`config.mk`:
```
export PLATFORM = sky130hd
export DESIGN_NAME = overlay_text_sequencer_flat
export DESIGN_NICKNAME = d
export VERILOG_FILES = /design/src/rtl/overlay_text_sequencer_pkg.sv /design/src/rtl/overlay_text_sequencer_if.sv /design/src/rtl/overlay_text_sequencer_frame_tick_gen.sv /design/src/rtl/overlay_text_sequencer.sv /design/src/flat_wrapper.sv
export SDC_FILE = /design/constraint.sdc
export NUM_CORES = 1
export LEC_CHECK = 0
export CAP_MARGIN = 10
export CORE_MARGIN = 3
export CORE_UTILIZATION = 41
export CTS_CLUSTER_SIZE = 28
export DETAILED_ROUTE_END_ITERATION = 7
export PLACE_DENSITY = 0.61
export RECOVER_POWER = 50
export SLEW_MARGIN = 20
export SYNTH_ARGS = -nofsm -noshare
export SYNTH_HDL_FRONTEND = slang
export SYNTH_SLANG_ARGS = --single-unit
```
`constraint.sdc`:
```
create_clock -name clk -period 2.2 [get_ports clk]
set_input_delay 0.22 -clock clk [delete_from_list [all_inputs] [get_ports clk]]
set_output_delay 0.22 -clock clk [all_outputs]
set_load 0.05 [all_outputs]
```
`src/rtl/overlay_text_sequencer_pkg.sv`:
```
// Shared definitions for the overlay blocks: sequencer state encoding, the
// overlay gold colour, and small arithmetic helpers.
package overlay_text_sequencer_pkg;

  typedef enum logic [1:0] {
    ST_IDLE   = 2'd0,
    ST_REVEAL = 2'd1,
    ST_HOLD   = 2'd2,
    ST_BLINK  = 2'd3
  } ovl_state_e;

  localparam logic [5:0] GOLD_COLOUR = 6'b110110;

  // Message index advance with wrap at the last selectable message.
  function automatic logic [1:0] wrap_inc_sel(input logic [1:0] sel,
                                              input logic [1:0] last);
    return (sel == last) ? 2'd0 : (sel + 2'd1);
  endfunction

  // True when the post-increment blink tick count closes a half-period.
  function automatic logic on_half_boundary(input logic [7:0] cnt_next,
                                            input logic [7:0] half);
    return ((cnt_next % half) == 8'd0);
  endfunction

endpackage

```
`src/rtl/overlay_text_sequencer_if.sv`:
```
// Control and status bundle between a video controller and the overlay text
// sequencer.
interface overlay_text_sequencer_if;
  logic       vsync;
  logic       start;
  logic       loop_en;
  logic       abort;
  logic [1:0] msg_sel;
  logic [3:0] chars_visible;
  logic       text_on;
  logic       busy;

  modport master (
    output vsync, start, loop_en, abort,
    input  msg_sel, chars_visible, text_on, busy
  );

  modport slave (
    input  vsync, start, loop_en, abort,
    output msg_sel, chars_visible, text_on, busy
  );
endinterface

```
`src/rtl/overlay_text_sequencer_frame_tick_gen.sv`:
```
// Turns a clk-synchronous vsync level into a one-cycle frame pulse, issued the
// cycle after a rising edge is seen. Reusable by any frame-paced overlay.
module frame_tick_gen (
  input  logic clk,
  input  logic rst_n,
  input  logic vsync,
  output logic frame_tick
);

  logic vsync_r;
  logic tick_r;

  // History resets high so a vsync held high across reset yields no pulse.
  always_ff @(posedge clk) begin
    if (!rst_n) begin
      vsync_r <= 1'b1;
      tick_r  <= 1'b0;
    end else begin
      vsync_r <= vsync;
      tick_r  <= vsync & ~vsync_r;
    end
  end

  assign frame_tick = tick_r;

endmodule

```
`src/rtl/overlay_text_sequencer.sv`:
```
// Frame-paced overlay text animation: reveal characters one by one, hold the
// full message, blink, then advance to the next message or stop.
module overlay_text_sequencer
  import overlay_text_sequencer_pkg::*;
#(
  parameter int unsigned NUM_MSGS     = 4,
  parameter int unsigned MSG_LEN      = 12,
  parameter int unsigned CHAR_FRAMES  = 6,
  parameter int unsigned HOLD_FRAMES  = 120,
  parameter int unsigned BLINK_FRAMES = 48,
  parameter int unsigned BLINK_HALF   = 8
) (
  input  logic                     clk,
  input  logic                     rst_n,
  overlay_text_sequencer_if.slave  bus
);

  localparam logic [7:0] CHAR_LAST  = 8'(CHAR_FRAMES - 1);
  localparam logic [7:0] HOLD_LAST  = 8'(HOLD_FRAMES - 1);
  localparam logic [7:0] BLINK_LAST = 8'(BLINK_FRAMES - 1);
  localparam logic [7:0] HALF_LEN   = 8'(BLINK_HALF);
  localparam logic [3:0] MSG_LAST   = 4'(MSG_LEN - 1);
  localparam logic [1:0] SEL_LAST   = 2'(NUM_MSGS - 1);

  ovl_state_e state_r;
  logic [7:0] frame_cnt_r;
  logic [1:0] msg_sel_r;
  logic [3:0] chars_visible_r;
  logic       text_on_r;
  logic       busy_r;
  logic       frame_tick_s;
  logic [7:0] cnt_inc_s;

  frame_tick_gen u_frame_tick_gen (
    .clk        (clk),
    .rst_n      (rst_n),
    .vsync      (bus.vsync),
    .frame_tick (frame_tick_s)
  );

  assign cnt_inc_s = frame_cnt_r + 8'd1;

  // Sequencer FSM; the frame counter is cleared on every state change and
  // only advances on frame ticks, so outputs never move mid-frame.
  always_ff @(posedge clk) begin
    if (!rst_n) begin
      state_r         <= ST_IDLE;
      frame_cnt_r     <= 8'd0;
      msg_sel_r       <= 2'd0;
      chars_visible_r <= 4'd0;
      text_on_r       <= 1'b0;
      busy_r          <= 1'b0;
    end else if (bus.abort) begin
      // Abort beats start and discards any tick arriving in the same cycle.
      state_r         <= ST_IDLE;
      frame_cnt_r     <= 8'd0;
      chars_visible_r <= 4'd0;
      text_on_r       <= 1'b0;
      busy_r          <= 1'b0;
    end else begin
      case (state_r)
        ST_IDLE: begin
          if (bus.start) begin
            state_r         <= ST_REVEAL;
            frame_cnt_r     <= 8'd0;
            chars_visible_r <= 4'd0;
            text_on_r       <= 1'b1;
            busy_r          <= 1'b1;
          end
        end

        ST_REVEAL: begin
          if (frame_tick_s) begin
            if (frame_cnt_r == CHAR_LAST) begin
              frame_cnt_r     <= 8'd0;
              chars_visible_r <= chars_visible_r + 4'd1;
              if (chars_visible_r == MSG_LAST) begin
                state_r <= ST_HOLD;
              end
            end else begin
              frame_cnt_r <= cnt_inc_s;
            end
          end
        end

        ST_HOLD: begin
          if (frame_tick_s) begin
            if (frame_cnt_r == HOLD_LAST) begin
              state_r     <= ST_BLINK;
              frame_cnt_r <= 8'd0;
              text_on_r   <= 1'b0;
            end else begin
              frame_cnt_r <= cnt_inc_s;
            end
          end
        end

        ST_BLINK: begin
          if (frame_tick_s) begin
            if (frame_cnt_r == BLINK_LAST) begin
              // loop_en matters only on this exit tick.
              frame_cnt_r     <= 8'd0;
              chars_visible_r <= 4'd0;
              msg_sel_r       <= wrap_inc_sel(msg_sel_r, SEL_LAST);
              text_on_r       <= bus.loop_en;
              busy_r          <= bus.loop_en;
              state_r         <= bus.loop_en ? ST_REVEAL : ST_IDLE;
            end else begin
              frame_cnt_r <= cnt_inc_s;
              if (on_half_boundary(cnt_inc_s, HALF_LEN)) begin
                text_on_r <= ~text_on_r;
              end
            end
          end
        end

        default: begin
          state_r         <= ST_IDLE;
          frame_cnt_r     <= 8'd0;
          chars_visible_r <= 4'd0;
          text_on_r       <= 1'b0;
          busy_r          <= 1'b0;
        end
      endcase
    end
  end

  assign bus.msg_sel       = msg_sel_r;
  assign bus.chars_visible = chars_visible_r;
  assign bus.text_on       = text_on_r;
  assign bus.busy          = busy_r;

endmodule

```
`src/flat_wrapper.sv`:
```
// flat-port wrapper written by rule: the top's interface ports become plain ports
module overlay_text_sequencer_flat import overlay_text_sequencer_pkg::*;
#(
  parameter int unsigned NUM_MSGS     = 4,
  parameter int unsigned MSG_LEN      = 12,
  parameter int unsigned CHAR_FRAMES  = 6,
  parameter int unsigned HOLD_FRAMES  = 120,
  parameter int unsigned BLINK_FRAMES = 48,
  parameter int unsigned BLINK_HALF   = 8
)
  (clk, rst_n, bus_vsync, bus_start, bus_loop_en, bus_abort, bus_msg_sel, bus_chars_visible, bus_text_on, bus_busy);
  overlay_text_sequencer_if bus_i ();
  input  logic clk;
  input  logic rst_n;
  input wire logic [$bits(bus_i.vsync)-1:0] bus_vsync;
  input wire logic [$bits(bus_i.start)-1:0] bus_start;
  input wire logic [$bits(bus_i.loop_en)-1:0] bus_loop_en;
  input wire logic [$bits(bus_i.abort)-1:0] bus_abort;
  output wire logic [$bits(bus_i.msg_sel)-1:0] bus_msg_sel;
  output wire logic [$bits(bus_i.chars_visible)-1:0] bus_chars_visible;
  output wire logic [$bits(bus_i.text_on)-1:0] bus_text_on;
  output wire logic [$bits(bus_i.busy)-1:0] bus_busy;
  assign bus_i.vsync = bus_vsync;
  assign bus_i.start = bus_start;
  assign bus_i.loop_en = bus_loop_en;
  assign bus_i.abort = bus_abort;
  assign bus_msg_sel = bus_i.msg_sel;
  assign bus_chars_visible = bus_i.chars_visible;
  assign bus_text_on = bus_i.text_on;
  assign bus_busy = bus_i.busy;
  overlay_text_sequencer #(.NUM_MSGS(NUM_MSGS), .MSG_LEN(MSG_LEN), .CHAR_FRAMES(CHAR_FRAMES), .HOLD_FRAMES(HOLD_FRAMES), .BLINK_FRAMES(BLINK_FRAMES), .BLINK_HALF(BLINK_HALF)) u_core (.clk(clk), .rst_n(rst_n), .bus(bus_i));
endmodule
```
# [Word-level counts from Yosys, hierarchy flattened]
# Index checks and enable logic that the tools add are counted.
[op_classes] div=0 bitwise=5 n_reduce_logical=12 order_cmp=0 addsub=3 n_mux=35 multipliers=0 eq_ne=17 shift=0
[op_table] op="two-way mux 8 bit" n=7
[op_table] op="case mux 8 bit (4 select lines)" n=1
[op_table] op="two-way mux 4 bit" n=5
[op_table] op="two-way mux 2 bit" n=9
[op_table] op="case mux 4 bit (3 select lines)" n=1
[op_table] op="AND reduction 4 bit" n=3
[op_table] op="AND reduction 6 bit" n=2
[op_table] op="two-way mux 1 bit" n=9
[op_table] op="adder 8 x 1 -> 8 bit, second input constant" n=1
[op_table] op="equality test 8 x 3 -> 1 bit, second input constant" n=1
[op_table] op="equality test 8 x 6 -> 1 bit, second input constant" n=1
[op_table] op="equality test 8 x 7 -> 1 bit, second input constant" n=1
[op_table] op="zero test 8 bit" n=1
[op_table] op="!= test 2 x 1 -> 1 bit, second input constant" n=4
[op_table] op="!= test 2 bit, second input constant" n=4
[op_table] op="case mux 2 bit (4 select lines)" n=1
[op_table] op="AND reduction 8 bit" n=1
[op_table] op="equality test 2 bit, second input constant" n=3
[op_table] op="nonzero test 3 bit" n=2
[op_table] op="adder 4 x 1 -> 4 bit, second input constant" n=1
[op_table] op="equality test 4 bit, second input constant" n=1
[op_table] op="NOT 1 bit" n=4
[op_table] op="!= test 3 x 1 -> 1 bit, second input constant" n=1
[op_table] op="case mux 1 bit (3 select lines)" n=1
[op_table] op="other kinds (7)" n=7
[word_totals] word_cells=80 output_inout_bits=8 mem_bits_rw=0 register_bits=20 n_memories=0 input_bits=6 latch_bits=0 romBits=0

# [Longest topological paths before layout]
# Gate-level depths: netlist (run 1).
[logic_depth] word_depth=6 mapped_depth=9 depth_no_buf=7

# [Cells and area by module]
# Synthesis (run 1) repeated with hierarchy kept, for this count alone.
[hier_totals] cells_unflattened=152 area_unflattened_um2=1296.2
[modules_own_cells] module="overlay_text_sequencer" area_per_inst_um2=1241.2 n_inst=1 cells_each=148 seq_area_each_um2=360.3
[modules_own_cells] module="frame_tick_gen" area_per_inst_um2=55.1 n_inst=1 cells_each=4 seq_area_each_um2=40.0

# [Worst setup path before layout (run 1)]
# OpenSTA, ideal clock, no wires.
[synth_path] path_type="reg-to-reg" start="reg u_core.frame_cnt_r[6]" end="reg u_core.chars_visible_r[3], in the netlist u_core.bus.chars_visible[3]" slack_ns=0.072 path_stages_with_launch=7 setup_ns=0.075 arrival_time_ns=2.054 path_buffers=1 synth_period_minus_slack_ns=2.128 t_required_ns=2.125 cell_sequence="dfxtp_1 or3_1 buf_6 o41ai_4 o2111ai_4 or4_1 o22ai_1"
[synth_via] elab_chain_cells=3 elab_cells_between_ends=5 cone_classes="4 x eq/ne; 1 x reduce/logical"
[synth_lines] element="from (decl)" line_no="overlay_text_sequencer.sv:26" source="logic [7:0] frame_cnt_r;"
[synth_lines] element="from (signal assigned)" line_no="overlay_text_sequencer.sv:81" source="frame_cnt_r <= cnt_inc_s;"
[synth_lines] element="from (signal assigned)" line_no="overlay_text_sequencer.sv:93" source="frame_cnt_r <= cnt_inc_s;"
[synth_lines] element="from (signal assigned)" line_no="overlay_text_sequencer.sv:109" source="frame_cnt_r <= cnt_inc_s;"
[synth_lines] element="equality test 8 x 6 -> 1 bit or equality test 8 x 3 -> 1 bit (tied branches)" line_no="overlay_text_sequencer.sv:100, overlay_text_sequencer.sv:74"
[synth_lines] element="!= test 2 x 1 -> 1 bit (no line)"
[synth_lines] element="AND reduction 6 bit (no line) (*)"
[synth_lines] element="to (signal assigned)" line_no="overlay_text_sequencer.sv:76" source="chars_visible_r <= chars_visible_r + 4'd1;"
[synth_lines] element="to (decl)" line_no="overlay_text_sequencer.sv:28" source="logic [3:0] chars_visible_r;"
# Every way passes the cells marked *; elsewhere a longest branch is shown, timed or not.
# A chain may end at the register's enable or synchronous reset.

# [Final worst setup path (run 1)]
[layout_path] start="reg u_core.state_r[0]" end="reg u_core.frame_cnt_r[5]"
[layout_via] elab_chain_cells=3 elab_cells_between_ends=10 cone_classes="7 x eq/ne; 1 x mux; 2 x reduce/logical"
[layout_lines] element="from (decl)" line_no="overlay_text_sequencer.sv:25" source="ovl_state_e state_r;"
[layout_lines] element="from (signal assigned)" line_no="overlay_text_sequencer.sv:107" source="state_r <= bus.loop_en ? ST_REVEAL : ST_IDLE;"
[layout_lines] element="equality test 2 bit, or another cell as far along" line_no="overlay_text_sequencer.sv:61" source="case (state_r)"
[layout_lines] element="!= test 2 bit (no line)"
[layout_lines] element="AND reduction 4 bit (no line)"
# Parallel ways exist; a longest one is shown, timed or not.

==> results of run 1 <==
worst max-delay path: stages (launching register included):
cell     delay, ns
dfxtp_2       0.37
inv_1         0.09
ha_1          0.25
or3_1         0.40
a21o_2        0.30
nor4_1        0.36
xnor2_1       0.17
nor2_1        0.05
metrics by stage:
stage / power (mW) / setup WS, ns / hold WS (ns)
after floorplan: 0.490 / 0.0716 / 0.293
after global placement: 0.536 / 0.117 / 0.371
after detailed placement: 0.537 / 0.0911 / 0.380
after CTS: 0.711 / 0.0667 / 0.397
after global routing: 0.739 / 0.00701 / 0.402
final: 0.703 / 0.107 / 0.391
cell families (layout without fill, tap and decap cells):
kind of cell | after synthesis | after routing | share of synthesized area, %
buffers and inverters | 16 | 40 | 7.40
and+or+nand+nor | 55 | 55 | 23.5
muxes | 3 | 3 | 2.40
xor gates and xnor gates | 6 | 6 | 4.20
DFF | 20 | 20 | 32.0
AOI/OAI and AO/OA | 33 | 33 | 20.5
adders and majority gates | 10 | 10 | 10.0
layout make-up:
class | count | area (um2)
fillers | 260 | 1330
well taps | 31 | 38.8
clock buffers | 3 | 22.5
inverters | 10 | 37.5
flip-flops and latches | 20 | 403
multi-input cells | 107 | 766
repair buffers | 27 | 231
flip-flops by register name, summed over array words and instances (netlist names):
name	flops
u_core.bus.msg_sel	2
u_core.bus.chars_visible	4
u_core.u_frame_tick_gen.frame_tick	1
u_core.bus.text_on	1
u_core.u_frame_tick_gen.vsync_r	1
u_core.bus.busy	1
u_core.frame_cnt_r	8
u_core.state_r	2
cell usage after synthesis, types with 3 or more instances:
master | count | area, um2
dfxtp_1 | 20 | 400
a211oi_1 | 3 | 22.5
or3_1 | 4 | 25.0
nor4_1 | 3 | 18.8
xnor2_1 | 4 | 35.0
mux2i_1 | 3 | 30.0
inv_1 | 10 | 37.5
nand2_1 | 10 | 37.5
nor2b_1 | 4 | 25.0
ha_1 | 10 | 125
a21oi_1 | 10 | 50.1
nor2_1 | 16 | 60.1
where the power goes:
group	switching (mW)	internal [mW]
Combinational	0.0842	0.0710
Sequential	0.00585	0.369
Clock	0.109	0.0638
Total	0.199	0.504
metal layers:
metal / GRT usage, % / wire length, um / vias up
li1: - / - / 559
met1: 23.0 / 1280 / 500
met2: 23.9 / 1180 / 31
met3: 3.77 / 155 / 5
met4: 5.88 / 36 / 0
met5: 0 / 0 / -
worst min-delay path by stage:
stage                                               start                                       endpoint  slack, ns
2_1_floorplan                                       rst_n     u_core.u_frame_tick_gen.vsync_r$_SDFF_PN1_       0.29
3_3_place_gp   u_core.u_frame_tick_gen.vsync_r$_SDFF_PN1_  u_core.u_frame_tick_gen.frame_tick$_SDFF_PN0_       0.37
3_5_place_dp   u_core.u_frame_tick_gen.vsync_r$_SDFF_PN1_  u_core.u_frame_tick_gen.frame_tick$_SDFF_PN0_       0.38
4_1_cts        u_core.u_frame_tick_gen.vsync_r$_SDFF_PN1_  u_core.u_frame_tick_gen.frame_tick$_SDFF_PN0_       0.40
5_1_grt        u_core.u_frame_tick_gen.vsync_r$_SDFF_PN1_  u_core.u_frame_tick_gen.frame_tick$_SDFF_PN0_       0.40
6_report       u_core.u_frame_tick_gen.vsync_r$_SDFF_PN1_  u_core.u_frame_tick_gen.frame_tick$_SDFF_PN0_       0.39
placed cells by master (no fill, tap or decap), drive strengths merged, types with 2 or more instances in the layout:
cell           instances
xor2                   2
or2                    2
dlygate4sd3            9
nor2b                  4
or2b                   2
a21oi                 10
inv                   10
ha                    10
or4                    2
buf                   13
clkdlybuf4s50          4
nand4b                 2
or3                    4
clkbuf                 4
nand2                 10
nand4                  2
a211oi                 3
o22ai                  2
nor2                  16
o41ai                  2
dfxtp                 20
xnor2                  4
o21ai                  4
nor4                   3
mux2i                  3
nor3                   2
o2111ai                2
nand3                  2
==> results.yml, run 1 <==
placed_design:
  numPlacedInstances: 195
  io_buffers: 13
  gp_congestion: 0.840
  postPlaceCellArea_um2: 1470
  hpwl_mm: 2.12
worst_setup_path:
  worstSetupEndpointType: "flop"
  critical_path_class: "reg -> reg"
  cp_max_fo: 10
  cp.required_ns: 2.40
  startpoint_type: "flop"
  worst_r2r_path_depth: 7
  worstPathArrival_ns: 2.29
  reg2reg_to: "u_core.frame_cnt_r[5]$_SDFFE_PP0P_"
  worstSetupStartpoint: "u_core.state_r[0]$_SDFFE_PP0P_"
  rr_startpoint: "u_core.state_r[0]$_SDFFE_PP0P_"
  crit_end: "u_core.frame_cnt_r[5]$_SDFFE_PP0P_"
  r2r_slack_ns: 0.11
floorplanning:
  die_h_um: 61.2
  die_area_um2: 3750
  ioPinCount: 14
  row_count: 19
  initial_core_util_pct: 44.2
  core-area_um2: 2830
  die_x_um: 61.2
global_route:
  grt_use_total_pct: 16.2
  grt_max_degree: 12
  antenna_found_initial: 0
  grt_pass1_wl_mm: 4.64
  grt_pass1_vias: 1018
  overflow: 0
status:
  status: "finished clean"
final_layout:
  antennaDiodeCount: 0
  post-route-util_pct: 53.0
  layoutNonFillerInstCount: 198
  num-nets-final: 185
  final_cell_area_um2: 1500
  drive_gt1_share_pct: 16.8
  area_growth_pct: 19.8
yosys:
  yosys_most_used_dff: "dfxtp_1"
  synth_edf_count: 0
  synth.yosys.warnings: 0
  synthCells: 143
  avgSynthCellArea_um2: 8.75
  synth_area_um2: 1250
  synth_seq_cells: 20
  syn_nets: 159
  async_reset_ff_share_pct: 0
  synth_seq_area_share_pct: 32.0
  ys_types: 46
clock_network:
  cts_tree: "done"
  hold_buffers: 0
  clk_path_buf_depth: 2
  cts_buffers: 3
  post-cts-setup-buffers: 0
  cts_root_buf: "clkbuf_4"
  clk_pin_slew_ns: 0.11
  ctsResizeCount: 0
  cts.sinks: 20
  clock_latency_ns: 0.30
  ctsHtreeMaxLevel: 1
sta:
  timing.final.crit_period_ns: 2.09
  worst_pin_slew_ns: 0.517
  setup-tns-final_ns: 0
  fin_crit_sh_pct: 95.1
  setup_viol: 0
  clock_skew_ns: 0.00148
  rsz0062_at_grt: "no"
  relSlewSlack_pct: 65.4
  hold_violations: 0
  max_freq_mhz: 478
  finalMaxSlewViolations: 0
drt:
  ant_nets: 0
  vias: 1095
  wl_per_cell_um: 13.4
  drc_errors: 0
  dr.pass1.iters: 4
  first_iter_violations: 52
  viasPerCell: 5.53
  wirelength_mm: 2.66
power_and_ir_drop:
  power.density_nw_per_um2: 469
  ir_drop_v: 0.000288
  p_leak_nw: 0.575
job:
  drv_cap: 0
min_path:
  min_path_type: "reg -> reg"
  holdPathStages: 1
(Power assumes the default switching activity.)
==> run 2, diff against run 1 <==
--- a/config.mk
+++ b/config.mk
@@ -5,7 +5,7 @@
 export SDC_FILE = /design/constraint.sdc
 export NUM_CORES = 1
 export LEC_CHECK = 0
-export CAP_MARGIN = 10
+export CAP_MARGIN = 40
 export CORE_MARGIN = 3
 export CORE_UTILIZATION = 41
 export CTS_CLUSTER_SIZE = 28
==> results of run 2 <==
The final DEF is identical to that of run 1; final timing and power are the same.
==> run 3, diff against run 2 <==
--- a/config.mk
+++ b/config.mk
@@ -10,9 +10,10 @@
 export CORE_UTILIZATION = 41
 export CTS_CLUSTER_SIZE = 28
 export DETAILED_ROUTE_END_ITERATION = 7
-export PLACE_DENSITY = 0.61
+export PLACE_DENSITY = 0.6
 export RECOVER_POWER = 50
 export SLEW_MARGIN = 20
 export SYNTH_ARGS = -nofsm -noshare
 export SYNTH_HDL_FRONTEND = slang
+export SYNTH_HIERARCHICAL = 1
 export SYNTH_SLANG_ARGS = --single-unit
==> results.yml, run 3 <==
power_and_ir_drop:
  p_leak_nw: 0.609
  design_power_total_mw: 0.707
  ir_drop_v: 0.000385
  power.density_nw_per_um2: 455
clock_network:
  ctsHtreeMaxLevel: 1
  hold_buffers: 0
  clk_pin_slew_ns: 0.11
  post-cts-setup-buffers: 0
  cts.sinks: 20
  clk_path_buf_depth: 2
  cts_tree: "done"
  cts_root_buf: "clkbuf_4"
  cts_buffers: 3
  clock_latency_ns: 0.31
yosys:
  synth_edf_count: 0
  synth_commonest_cells: "20 x dfxtp_1, 15 x nor2_1, 11 x ha_1, 11 x nand2_1"
  synth_seq_cells: 20
  yosysTopAreaCell: "dfxtp_1"
  async_reset_ff_share_pct: 0
  synth.yosys.warnings: 6
  synth.most_common_cell: "dfxtp_1"
  yosys.area.top_type_share_pct: 30.9
  yosys_most_used_dff: "dfxtp_1"
  synth_seq_area_share_pct: 30.9
  synthCells: 152
  syn_nets: 169
  ys_types: 45
  avgSynthCellArea_um2: 8.53
  synth_area_um2: 1300
  synth_area_leaders: "dfxtp_1 31%, ha_1 11%, nor2_1 4.3%, o41ai_4 4.2%, a21oi_1 3.9%"
final_layout:
  num-nets-final: 192
  final_common_cell: "dfxtp_1"
  largest_reg_flops: 8
  area_growth_pct: 20.0
  final_cell_mix: "19 x dfxtp_1, 15 x nor2_1, 11 x nand2_1"
  drive_gt1_share_pct: 12.7
  top_register: "u_core/frame_cnt_r"
  post-route-util_pct: 54.1
  antennaDiodeCount: 0
sta:
  clock_skew_ns: 0.00649
  timing.final.crit_period_ns: 2.08
  setup-tns-final_ns: 0
  holdWs_ns: 0.502
  worst_pin_slew_ns: 0.507
  rsz0062_at_grt: "yes"
  max_freq_mhz: 481
  hold_violations: 0
  finalMaxSlewViolations: 0
  setup_viol: 0
  relSlewSlack_pct: 66.1
  fin_crit_sh_pct: 94.6
  timing.final.ws_setup_ns: 0.119
global_route:
  overflow: 0
  antenna_found_initial: 0
  grt_max_degree: 11
  grt_use_total_pct: 16.6
  grt_pass1_wl_mm: 5.42
  grt_pass1_vias: 1219
drt:
  dr.pass1.iters: 4
  drc_errors: 0
  first_iter_violations: 51
  viasPerCell: 5.62
  vias: 1208
  wl_per_cell_um: 14.2
  wirelength_mm: 3.06
  ant_nets: 0
status:
  status: "finished clean"
floorplanning:
  core-area_um2: 2880
  die_area_um2: 3870
  die_x_um: 62.2
  ioPinCount: 14
  initial_core_util_pct: 45.1
  row_count: 19
  die_h_um: 62.2
min_path:
  min_path_type: "in -> reg"
  holdPathStages: 2
  holdPathEnd: "u_core/u_frame_tick_gen/vsync_r$_SDFF_PN1_"
  hp-start: "bus_vsync"
worst_setup_path:
  worstSetupEndpointType: "flop"
  r2r_slack_ns: 0.12
  worstPathArrival_ns: 2.34
  critical_path_class: "reg -> reg"
  startpoint_type: "flop"
  reg2reg_to: "u_core/bus.text_on$_SDFFE_PP0P_"
  cp_max_fo: 7
  rr_startpoint: "u_core/frame_cnt_r[0]$_SDFFE_PP0P_"
  cp.required_ns: 2.46
  worst_r2r_path_depth: 6
job:
  drv_cap: 0
placed_design:
  io_buffers: 13
  gp_congestion: 0.895
  hpwl_mm: 2.40
  place_ws_ns: 0.109
[run 3: cell count changes after synthesis, moves of 2 or more]
cell      delta
nand2b_1     +2
nor4_1       -3
o22ai_1      -2
or2b_2       -2
clkbuf_8     -2
xnor2_1      -3
o21ai_0      +4
or3_1        -2
a211oi_1     -2
nand3_1      +8
[run 3: timing repair]
action | CTS | global route
gates resized for setup | 0 | 3
endpoints found under the hold margin | 0 | 0
setup endpoints to repair | 0 | 5
[run 3: worst max path at each step]
stage | cells after the start | start | slack, ns | end
2_1_floorplan | 7 | u_core/state_r[0]$_SDFFE_PP0P_ | 0.23 | u_core/bus.chars_visible[1]$_SDFFE_PP0P_
3_3_place_gp | 6 | u_core/frame_cnt_r[0]$_SDFFE_PP0P_ | 0.17 | u_core/bus.text_on$_SDFFE_PP0P_
3_5_place_dp | 6 | u_core/frame_cnt_r[0]$_SDFFE_PP0P_ | 0.11 | u_core/bus.text_on$_SDFFE_PP0P_
4_1_cts | 6 | u_core/frame_cnt_r[0]$_SDFFE_PP0P_ | 0.05 | u_core/bus.text_on$_SDFFE_PP0P_
5_1_grt | 6 | u_core/frame_cnt_r[0]$_SDFFE_PP0P_ | -0.01 | u_core/bus.text_on$_SDFFE_PP0P_
6_report | 6 | u_core/frame_cnt_r[0]$_SDFFE_PP0P_ | 0.12 | u_core/bus.text_on$_SDFFE_PP0P_
[run 3: logic make-up (layout without fill, tap and decap cells)]
group | after synthesis | count (layout) | share of synthesized area (%)
AO/OA/AOI/OAI | 38 | 38 | 23.6
multiplexers | 3 | 3 | 2.32
flip-flops | 20 | 20 | 30.9
AND/OR/NAND/NOR | 63 | 63 | 26.1
XOR/XNOR | 4 | 4 | 2.70
buffers and inverters | 13 | 34 | 3.76
adder cells (fa/ha/maj) | 11 | 11 | 10.6
[run 3: layout make-up]
class | instances | area [um2]
fill | 265 | 1320
tap | 42 | 52.6
inverter | 10 | 37.5
timing repair buffer | 21 | 190
multi-input combinational | 119 | 851
clock buffer | 3 | 22.5
sequential | 20 | 402
[run 3: metrics by stage]
stage,instance area (um2),instances
final,1560,215
after global placement,1530,212
after global routing,1560,215
after floorplan,1300,152
after detailed placement,1530,212
after CTS,1550,215
[run 3: report_power, final]
group / switching, mW / internal [mW] / total [mW]
Combinational: 0.0855 / 0.0659 / 0.151
Sequential: 0.00678 / 0.370 / 0.377
Clock: 0.115 / 0.0640 / 0.179
Total: 0.207 / 0.500 / 0.707
[run 3: routing by layer]
metal	vias to the layer above	share of wire (%)	track usage, %
met1	565	44	20.0
met2	35	50	30.1
li1	602	-	-
met4	0	0.79	4.42
met3	6	5.1	3.24
met5	-	0	0
[run 3: worst max-delay path, cell delays in order (launching register included)]
cell	delay, ns
dfxtp_1	0.45
ha_2	0.30
nand2_1	0.11
o41ai_4	0.38
o2111ai_1	0.22
a2111oi_0	0.42
a31o_2	0.16
